==> config.mk <==
export PLATFORM = sky130hd
export DESIGN_NAME = enemy_draw
export DESIGN_NICKNAME = d
export VERILOG_FILES = /design/src/rtl/enemy_draw_pkg.sv /design/src/rtl/signal_delay.sv /design/src/rtl/enemy_draw.sv
export SDC_FILE = /design/constraint.sdc
export NUM_CORES = 1
export LEC_CHECK = 0
export BUFFER_PORTS_ARGS = -buffer_cell sky130_fd_sc_hd__buf_2
export CAP_MARGIN = 20
export CORE_MARGIN = 2
export CORE_UTILIZATION = 61
export DETAILED_ROUTE_END_ITERATION = 10
export PLACE_DENSITY = 0.9
export SLEW_MARGIN = 5
export SYNTH_ARGS = -nofsm -noshare
export SYNTH_HDL_FRONTEND = slang
export SYNTH_SLANG_ARGS = --single-unit
==> constraint.sdc <==
create_clock -name pclk -period 5.5 [get_ports pclk]
set_clock_uncertainty 0.2 [all_clocks]
set_input_delay 0.825 -clock pclk [delete_from_list [all_inputs] [get_ports pclk]]
set_output_delay 0.825 -clock pclk [all_outputs]
set_load 0.01 [all_outputs]
==> src/rtl/enemy_draw_pkg.sv <==
// Shared enemy-formation constants, VGA timing bundle and index encoding.
// The missile and collision blocks use the same row*COLS+col numbering.
package enemy_draw_pkg;

  localparam int DEF_COLS = 5;
  localparam int DEF_ROWS = 2;
  localparam int DEF_W    = 32;
  localparam int DEF_H    = 32;
  localparam int DEF_SPX  = 64;
  localparam int DEF_SPY  = 48;
  localparam logic [11:0] DEF_RGB = 12'hF00;

  typedef struct packed {
    logic [10:0] hcount;
    logic [10:0] vcount;
    logic        hsync;
    logic        vsync;
    logic        hblnk;
    logic        vblnk;
  } vga_t;

  localparam int VGA_W = $bits(vga_t);

  function automatic int enemy_idx(int r, int c, int cols);
    return r * cols + c;
  endfunction

endpackage

==> src/rtl/signal_delay.sv <==
// Fixed-depth register chain, cleared by synchronous reset.
// Carries the VGA timing bundle alongside the pixel pipeline.
module signal_delay #(
  parameter int WIDTH = 1,
  parameter int DEPTH = 2
) (
  input  logic             pclk,
  input  logic             rst,
  input  logic [WIDTH-1:0] d_i,
  output logic [WIDTH-1:0] q_o
);

  logic [WIDTH-1:0] pipe_q [DEPTH];

  always_ff @(posedge pclk) begin
    if (rst) begin
      for (int i = 0; i < DEPTH; i++)
        pipe_q[i] <= '0;
    end else begin
      pipe_q[0] <= d_i;
      for (int i = 1; i < DEPTH; i++)
        pipe_q[i] <= pipe_q[i-1];
    end
  end

  assign q_o = pipe_q[DEPTH-1];

endmodule

==> src/rtl/enemy_draw.sv <==
// Overlays a ROWS x COLS grid of enemy rectangles on the VGA stream.
// Tracks alive enemies, kills by index, reloads the grid on level change.
module enemy_draw
  import enemy_draw_pkg::*;
#(
  parameter int ENEMY_COLS = DEF_COLS,
  parameter int ENEMY_ROWS = DEF_ROWS,
  parameter int ENEMY_W    = DEF_W,
  parameter int ENEMY_H    = DEF_H,
  parameter int SPACING_X  = DEF_SPX,
  parameter int SPACING_Y  = DEF_SPY,
  parameter logic [11:0] ENEMY_RGB = DEF_RGB,
  localparam int N = ENEMY_ROWS * ENEMY_COLS
) (
  input  logic         pclk,
  input  logic         rst,
  input  logic [10:0]  hcount_in,
  input  logic [10:0]  vcount_in,
  input  logic         hsync_in,
  input  logic         vsync_in,
  input  logic         hblnk_in,
  input  logic         vblnk_in,
  input  logic [11:0]  rgb_in,
  input  logic [10:0]  x_base,
  input  logic [10:0]  y_base,
  input  logic [3:0]   level,
  input  logic         kill_valid,
  input  logic [3:0]   kill_idx,
  output logic [10:0]  hcount_out,
  output logic [10:0]  vcount_out,
  output logic         hsync_out,
  output logic         vsync_out,
  output logic         hblnk_out,
  output logic         vblnk_out,
  output logic [11:0]  rgb_out,
  output logic [N-1:0] alive_mask,
  output logic         all_dead
);

  logic [10:0]  x_lat_q, y_lat_q;
  logic         vblnk_prev_q;
  logic [3:0]   level_lat_q;
  logic [N-1:0] alive_q, alive_d;
  logic         all_dead_q;
  logic [N-1:0] hit_d, hit_q;
  logic [11:0]  rgb1_q, rgb_q;
  logic         blank1_q;
  vga_t         vga_in, vga_out;

  // Position only moves on a vblank rise so a frame never tears.
  always_ff @(posedge pclk) begin
    if (rst) begin
      x_lat_q      <= '0;
      y_lat_q      <= '0;
      vblnk_prev_q <= 1'b0;
    end else begin
      vblnk_prev_q <= vblnk_in;
      if (vblnk_in && !vblnk_prev_q) begin
        x_lat_q <= x_base;
        y_lat_q <= y_base;
      end
    end
  end

  always_comb begin
    alive_d = alive_q;
    if (level != level_lat_q) begin
      alive_d = '1;
    end else if (kill_valid) begin
      for (int i = 0; i < N; i++)
        if (kill_idx == 4'(i))
          alive_d[i] = 1'b0;
    end
  end

  always_ff @(posedge pclk) begin
    if (rst) begin
      alive_q     <= '1;
      all_dead_q  <= 1'b0;
      level_lat_q <= level;
    end else begin
      alive_q     <= alive_d;
      all_dead_q  <= (alive_d == '0);
      level_lat_q <= level;
    end
  end

  // Bounds in 12 bits: cells past 2047 vanish instead of wrapping.
  for (genvar r = 0; r < ENEMY_ROWS; r++) begin : g_row
    for (genvar c = 0; c < ENEMY_COLS; c++) begin : g_col
      localparam int IDX = enemy_idx(r, c, ENEMY_COLS);
      localparam logic [11:0] OX = 12'(c * SPACING_X);
      localparam logic [11:0] OY = 12'(r * SPACING_Y);
      logic [11:0] x0, y0, hc, vc;
      assign x0 = {1'b0, x_lat_q} + OX;
      assign y0 = {1'b0, y_lat_q} + OY;
      assign hc = {1'b0, hcount_in};
      assign vc = {1'b0, vcount_in};
      assign hit_d[IDX] = alive_q[IDX] &
        (hc >= x0) & (hc < x0 + 12'(ENEMY_W)) &
        (vc >= y0) & (vc < y0 + 12'(ENEMY_H));
    end
  end

  always_ff @(posedge pclk) begin
    if (rst) begin
      hit_q    <= '0;
      rgb1_q   <= '0;
      blank1_q <= 1'b0;
      rgb_q    <= '0;
    end else begin
      hit_q    <= hit_d;
      rgb1_q   <= rgb_in;
      blank1_q <= hblnk_in | vblnk_in;
      if (blank1_q)
        rgb_q <= 12'h000;
      else if (|hit_q)
        rgb_q <= ENEMY_RGB;
      else
        rgb_q <= rgb1_q;
    end
  end

  assign vga_in = '{
    hcount: hcount_in, vcount: vcount_in,
    hsync: hsync_in, vsync: vsync_in,
    hblnk: hblnk_in, vblnk: vblnk_in
  };

  signal_delay #(
    .WIDTH(VGA_W),
    .DEPTH(2)
  ) u_tdly (
    .pclk(pclk),
    .rst (rst),
    .d_i (vga_in),
    .q_o (vga_out)
  );

  assign hcount_out = vga_out.hcount;
  assign vcount_out = vga_out.vcount;
  assign hsync_out  = vga_out.hsync;
  assign vsync_out  = vga_out.vsync;
  assign hblnk_out  = vga_out.hblnk;
  assign vblnk_out  = vga_out.vblnk;
  assign rgb_out    = rgb_q;
  assign alive_mask = alive_q;
  assign all_dead   = all_dead_q;

endmodule

# Word-level counts from Yosys, hierarchy flattened

Memory sizes are Yosys's and may differ from the RTL's.
Cells that the tools add are included.

Bits in registers: 73
Memory bits (writable): 52
Output and inout bits: 49
Memories: 1

Memories:

| memory        | depth | bits a word | read ports | clocked after memory_dff | write ports | RTL line           | RTL |
|---|---|---|---|---|---|---|---|
| u_tdly.pipe_q | 2     | 26          | 2          | 0                        | 2           | signal_delay.sv:13 | `logic [WIDTH-1:0] pipe_q [DEPTH];` |

Add/sub/neg operators: 12
Magnitude comparators: 14
Equality and inequality tests: 10
Multiplexer cells: 18
Bitwise operators: 43
Reductions and logical operators: 7

Operators with widths:

| cell                    | number |
|---|---|
| $lt A11 B12 Y1          | 7 |
| $add A12 B6 Y12 const B | 5 |
| $ge A11 B12 Y1          | 5 |
| $mux W26                | 2 |
| $and A1 B1 Y1           | 40 |
| $add A11 B6 Y12 const B | 3 |
| $add A11 B8 Y12 const B | 2 |
| $ge A11 B11 Y1          | 2 |
| $mux W10                | 2 |
| $eq A4 B3 Y1 const B    | 4 |
| $mux W1                 | 13 |
| $add A11 B7 Y12 const B | 1 |
| $add A11 B9 Y12 const B | 1 |
| $mux W12                | 1 |
| $reduce_or A12 Y1       | 1 |
| $logic_not A10 Y1       | 1 |
| $reduce_or A10 Y1       | 1 |
| $eq A4 B2 Y1 const B    | 2 |
| $eq A4 B4 Y1 const B    | 2 |
| $eq A4 B1 Y1 const B    | 1 |
| $logic_not A4 Y1        | 1 |
| $ne A4 B4 Y1            | 1 |
| $or A1 B1 Y1            | 3 |
| $reduce_or A2 Y1        | 1 |
| other kinds (2)         | 2 |

# Longest topological paths before layout

Gate-level depths: netlist of run 1.

Depth in word-level cells: 6
Mapped depth: 13
Gate-level depth less buffers: 13

# By module

A second synthesis of run 1 with hierarchy kept.

Cells, all modules: 758
Area total of the unflattened synthesis: 6799.0 µm²

Modules (own cells, without submodules):

| module       | instances | cells each | area an instance (µm²) |
|---|---|---|---|
| enemy_draw   | 1         | 623        | 5212.5 |
| signal_delay | 1         | 135        | 1586.5 |

# Least setup slack after synthesis of run 1

Ideal clock, no wire load.

Kind: register to register
Start point: register y_lat_q[5]
End point: register hit_q[8]
Data arrival time: 2.966 ns
Slack: 2.273 ns
Stages on the path, launching flop included: 12
Clock period less this slack: 3.227 ns
Path through: dfxtp_1 inv_1 ha_1 a21oi_2 xnor2_2 nand3_1 xnor2_1 ha_1 a2111o_1 or3_4 a2111oi_4 and4_1

Cells in the longest elaborated chain, start to end: 4

RTL lines:

| what                                              | RTL line                             | RTL |
|---|---|---|
| start, declared                                   | enemy_draw.sv:40                     | `logic [10:0] x_lat_q, y_lat_q;` |
| start signal, assigned                            | enemy_draw.sv:60                     | `y_lat_q <= y_base;` |
| $add A11 B6 Y12 (*)                               | enemy_draw.sv:96                     | `assign y0 = {1'b0, y_lat_q} + OY;` |
| $add A12 B6 Y12 or $ge A11 B12 Y1 (tied branches) | enemy_draw.sv:101                    | `(vc >= y0) & (vc < y0 + 12'(ENEMY_H));` |
| $lt A11 B12 Y1 or $and A1 B1 Y1 (tied branches)   | enemy_draw.sv:101, enemy_draw.sv:100 |  |
| $and A1 B1 Y1 (*)                                 | enemy_draw.sv:101                    |  |
| end signal, assigned                              | enemy_draw.sv:112                    | `hit_q <= hit_d;` |
| end, declared                                     | enemy_draw.sv:45                     | `logic [N-1:0] hit_d, hit_q;` |

Every way passes the cells marked *; elsewhere a longest branch is shown, timed or not.
A chain may end at the register's enable or synchronous reset.

# Worst setup path in the final report of run 1

Ends and elaborated chain as after synthesis.

==> flow_summary.toml, run 1 <==
[routing]
vias_per_cell = 5.70
drt_pass1_iterations = 5
vias = 5724
drtAntennaViolNets = 0
post_drt_wl_per_cell_um = 16.8
drc = 0
drtIter0Drc = 479
totalWireLength_um = 16900

[clock_network]
clkSinkCount = 124
htreeDepth = 4
cts_tree = "built"
clockRootBuffer = "clkbuf_8"
cts_buffers = 17
clockBufferDepth = 2
path_clk_slew_ns = 0.06
cts_hold_buffers = 0
clk_latency_ns = 0.52
cts_setup_buffers = 0
cts_resized = 0

[critical_path]
endpoint_kind = "register"
critPathArrivalTime_ns = 3.92
r2r_cells = 12
r2r_end = "hit_q[8]"
rr_startpoint = "y_lat_q[5]"
max_stage_delay_ns = 0.43
critical_path_class = "reg -> reg"
crit_path_frequent_cell = "ha_1"
slowest_stage = "dfxtp_1"
worst_setup_path_start_kind = "register"
critPathMaxFanout = 6
crit_required_ns = 5.77
reg2reg_slack_ns = 1.85
cp_cell_sequence = "inv_1, ha_1, a21oi_2, xnor2_2, nor2b_1, nand2_1, xnor2_1, ha_1, a2111o_1, or3_4, a2111oi_4, and4_1"

[sta]
slew_violations = 0
finalHoldViolCount = 0
period_share = 0.663
relSlewSlack = 0.255
fmax_mhz = 274
fin_crit_ns = 3.65
rsz0062_at_grt = "false"
setup_viol = 0
setup_tns_ns = 0
worst_slew_pin_slew_ns = 1.12

[finish]
final_common_cell = "dfxtp_1"
drive_above_1_share = 0.198
diodes = 0
mostFrequentLayoutCells = "dfxtp_1, buf_2, ha_1, nand2_1, nor2b_1"
nets = 1018
fillers = 764
fin_cells = 1004
syn2layout_area_growth_pct = 16.8

[synthesis]
synth_area_leaders = "dfxtp_1, ha_1, nor2b_1, nand2_1, xnor2_1"
yosys.area.top_type = "dfxtp_1"
syn_inst = 756
avgSynthCellArea_um2 = 9.05
syn_area_um2 = 6840
synthDistinctLibCells = 60
ys.warnings.count = 0
synthArstFlopShare = 0
synth_seq_cells = 124
ys.flop_type = "dfxtp_1"
ys_seq_area_frac = 0.363
synth_edf_count = 0
synth_fp_nets = 923
synth.top_cell.area_share = 0.363

[power_and_ir_drop]
vdd_drop_max_v = 0.000361
fin_total_pwr_mw = 2.53
p_per_area_nw_per_um2 = 317
leakagePower_nw = 3.57

[grt]
grt_pass1_vias = 5612
grtUsageTotal = 0.289
grt_max_degree = 56
grt_overflow = 0
antenna_found_initial = 0
grt_pass1_wl_um = 26600

[place]
gp_congestion = 0.982
placedCellCount = 971
hpwl_um = 11900
port_buffers = 119

[floorplan]
die_h_um = 110
core_area_um2 = 10900
boundaryPins = 120
rows = 38
die_w_um = 110
start_util = 0.628
die_area_um2 = 12100

[worst_hold_path]
min_path_type = "reg -> reg"
holdPathStages = 1
hold_end = "rgb_out[0]"
hp-start = "rgb1_q[0]"

[job]
cap_violations = 0

[status]
status = "complete, no violations"
power breakdown:
group          internal, mW  total, mW  switching, mW
clock network         0.707       1.15          0.448
registers             0.941      0.965         0.0243
logic                 0.174      0.411          0.237
total                  1.82       2.53          0.709
routing by layer:
| layer | GRT usage | routed length (um) |
|---|---|---|
| met1 | 0.350 | 7050 |
| met2 | 0.493 | 7960 |
| met3 | 0.0741 | 1580 |
| met4 | 0.103 | 310 |
| met5 | 0 | 0 |
cell type report:
class / count / area [um^2] / area share
clock buffer: 17 / 414 / 0.0518
clock inverter: 15 / 199 / 0.0249
inverter: 37 / 139 / 0.0174
multi-input combinational: 550 / 3960 / 0.496
sequential: 124 / 2480 / 0.311
tap: 140 / 175 / 0.0219
timing repair buffer: 121 / 618 / 0.0774
worst max-delay path: cells and delay by family, from the launching register on:
family	cells	cell delay (ns)
AOI/OAI and AO/OA	3	1.05
and+or+nand+nor	4	1.01
adders and majority gates	2	0.45
DFF	1	0.43
xor gates and xnor gates	2	0.33
buffers and inverters	1	0.12
cells by family after synthesis:
group,synth area share
xor+xnor,0.0585
simple gates,0.213
mux,0.00311
fa+ha+maj,0.176
flops,0.363
compound gates,0.129
buf+inv,0.0582
synthesized netlist by cell type, types with 9 or more instances:
cell,instances
nand2_1,87
and2_1,10
nand3_1,20
ha_1,96
nor3_1,19
nor2b_1,71
xor2_1,13
clkbuf_1,15
buf_4,22
a211oi_1,12
nor2_1,24
nand2b_1,9
and3_1,13
xnor2_1,29
dfxtp_1,124
o21a_1,14
a21oi_1,42
o21ai_0,18
inv_1,34
worst max path at each step:
stage | slack (ns) | cells after the start | startpoint | endpoint
4_1_cts | 1.90 | 12 | y_lat_q[5] | hit_q[8]
5_1_grt | 1.68 | 11 | y_lat_q[5] | hit_q[8]
2_1_floorplan | 2.27 | 11 | y_lat_q[5] | hit_q[8]
3_3_place_gp | 2.14 | 11 | y_lat_q[5] | hit_q[8]
6_report | 1.85 | 12 | y_lat_q[5] | hit_q[8]
3_5_place_dp | 1.96 | 12 | y_lat_q[5] | hit_q[8]
flip-flops by register name (all words and copies together) (netlist names):
name           count
y_lat_q           11
all_dead           1
u_tdly.pipe_q     52
alive_mask        10
hit_q             10
level_lat_q        4
x_lat_q           11
rgb1_q            12
blank1_q           1
rgb_out           12
metrics by stage:
step                       util  instance area [um^2]  worst slack (ns)  hold WS, ns
after floorplan               -                  6840              2.27        0.206
after global placement    0.676                  7360              2.14        0.208
after detailed placement  0.676                  7360              1.96        0.210
after CTS                 0.732                  7970              1.90        0.213
after global routing      0.734                  7990              1.68        0.210
final                     0.734                  7990              1.85        0.225
Note: power is estimated with default switching activity, not from simulation.
==> run 2: changes to the inputs <==
- CORE_UTILIZATION: 61 -> 57
- PLACE_DENSITY: 0.9 -> 0.85
- clock period: 5.5 -> 3.5 ns (I/O delays scaled with it)
==> run 2 against run 1 <==
  * Sequential share of layout area is 0.34 points lower
  * Final area grew 1.2%
  * Sequential power up 56%
  * Clock power grew 47%
  * Sequential cell count unchanged
  * Register-to-register slack worse by 1.7 ns
  * Count of clock-buffer cells in the layout increased by 1
  * Non-clock buffer count is 12 higher
  * Routed wire length fell by 5.0%
  * Worst setup slack got worse by 1.7 ns
  * Largest power group unchanged
  * Highest routed layer unchanged
==> flow_summary.toml, run 2 (synthesis gave the netlist of run 1 again) <==
[grt]
grt_pass1_wl_um = 25900
grt_max_degree = 35
grt_pass1_vias = 5404
grtUsageTotal = 0.257
antenna_found_initial = 0
grt_overflow = 0

[critical_path]
rr_startpoint = "y_lat_q[4]"
max_stage_delay_ns = 0.40
r2r_cells = 12
r2r_end = "hit_q[8]"
cp_top_family = "simple AND/OR/NAND/NOR gates"
endpoint_kind = "register"
cp.depth = 12
worst_setup_path_start_kind = "register"
critical_path_class = "reg -> reg"
crit_required_ns = 3.66
critPathArrivalTime_ns = 3.51
cp.buffers_inverters = 1
crit_start = "y_lat_q[4]"
crit_path_frequent_cell = "ha_1"
critPathMaxFanout = 4
reg2reg_slack_ns = 0.15
slowest_stage = "or3_4"
setup.worst_path.end = "hit_q[8]"
cp_cell_sequence = "inv_1, ha_1, nand3b_2, xnor2_4, nor2b_4, nand2_1, xnor2_1, ha_1, a2111o_1, or3_4, a2111oi_4, and4_1"

[routing]
post_drt_wl_per_cell_um = 15.7
highest_layer = "met4"
drt-met1-wl_um = 7150
drtAntennaViolNets = 0
totalWireLength_um = 16000
route.met2.wl_um = 7300
drt_pass1_iterations = 5
wl_met3_um = 1120
drc = 0
drtIter0Drc = 454
vias = 5583
vias_per_cell = 5.46

[floorplan]
core_area_um2 = 11900
boundaryPins = 120
die_area_um2 = 12900
start_util = 0.577
die_h_um = 114
rows = 40
die_w_um = 114

[place]
port_buffers = 119
pre_cts_ws_ns = 0.0806
gp_congestion = 0.921
hpwl_um = 11500
placedCellCount = 990

[finish]
final_common_cell = "dfxtp_1"
drive_above_1_share = 0.216
top_register = "u_tdly.pipe_q"
nets = 1030
syn2layout_area_growth_pct = 18.2
seqCellArea_um2 = 2480
mostFrequentLayoutCells = "dfxtp_1, buf_2, ha_1, nand2_1, nor2b_1"
multi_input_area_um2 = 4010
largest_register_ffs = 52
diodes = 0
fillers = 933
fin_cells = 1023

[sta]
fmax_mhz = 298
setup_viol = 0
fin_ws_ns = 0.149
rsz0062_at_grt = "false"
relSlewSlack = 0.573
finalHoldViolCount = 0
setup_tns_ns = 0
fin_crit_ns = 3.35
slew_violations = 0
period_share = 0.957
worst_slew_pin_slew_ns = 0.636

[clock_network]
cts_tree = "built"
path_clk_slew_ns = 0.06
clockRootBuffer = "clkbuf_16"
cts_buffers = 17
htreeDepth = 4
clkSinkCount = 124
clockBufferDepth = 2
clk_latency_ns = 0.42
cts_setup_buffers = 0

[power_and_ir_drop]
leakagePower_nw = 3.60
fin_total_pwr_mw = 3.85
p_per_area_nw_per_um2 = 475
vdd_drop_max_v = 0.000323

[status]
status = "complete, no violations"

[worst_hold_path]
holdPathStages = 1
min_path_type = "in -> reg"

[job]
cap_violations = 0
[run 2: cell count changes in the layout (fill, tap and decap cells not counted), moves of 2 or more]
cell	delta
dfxtp_1	-2
buf_4	+12
clkinvlp_4	+3
clkinv_4	-2
bufinv_16	-2
dfxtp_2	+2
clkinv_2	+2
[run 2: routing by layer]
layer | up-vias | track usage
li1 | 2802 | -
met3 | 48 | 0.0648
met5 | - | 0
met2 | 215 | 0.424
met4 | 0 | 0.108
met1 | 2518 | 0.322
[run 2: metrics by stage]
stage | util | hold slack (ns) | cell area [um^2]
2_1_floorplan | - | 0.206 | 6840
3_3_place_gp | 0.629 | 0.207 | 7460
3_5_place_dp | 0.629 | 0.211 | 7460
4_1_cts | 0.677 | 0.0204 | 8030
5_1_grt | 0.682 | 0.0227 | 8090
6_report | 0.682 | 0.0320 | 8090
[run 2: worst register-to-register path, cell delays in order (launching register included)]
cell       delay, ns
dfxtp_2         0.38
inv_1           0.09
ha_1            0.24
nand3b_2        0.27
xnor2_4         0.21
nor2b_4         0.13
nand2_1         0.07
xnor2_1         0.13
ha_1            0.20
a2111o_1        0.38
or3_4           0.40
a2111oi_4       0.35
and4_1          0.23
[run 2: timing repair]
action | CTS | global route
hold buffers | 0 | 0
pin swaps | 0 | 1
setup endpoints to repair | 1 | 4
gates resized for setup | 2 | 8
[run 2: power breakdown]
group / leakage (nW) / switching [mW] / internal, mW
combinational: 2.31 / 0.365 / 0.281
sequential: 1.02 / 0.0331 / 1.48
clock: 0.266 / 0.698 / 0.989
total: 3.60 / 1.10 / 2.75
[run 2: final cells by class]
cell class	count	area share
Clock buffer	18	0.0531
Multi-Input combinational cell	550	0.496
Clock inverter	14	0.0166
Tap cell	147	0.0227
Sequential cell	124	0.307
Timing Repair Buffer	133	0.0876
Inverter	37	0.0172
[run 2: worst min-delay path by stage]
stage                         start             end  slack (ns)
final                      level[2]  level_lat_q[2]        0.03
after global routing       level[0]  level_lat_q[0]        0.02
after CTS                  level[0]  level_lat_q[0]        0.02
after detailed placement  rgb1_q[2]      rgb_out[2]        0.21
after global placement    rgb1_q[2]      rgb_out[2]        0.21
after floorplan           rgb1_q[0]      rgb_out[0]        0.21
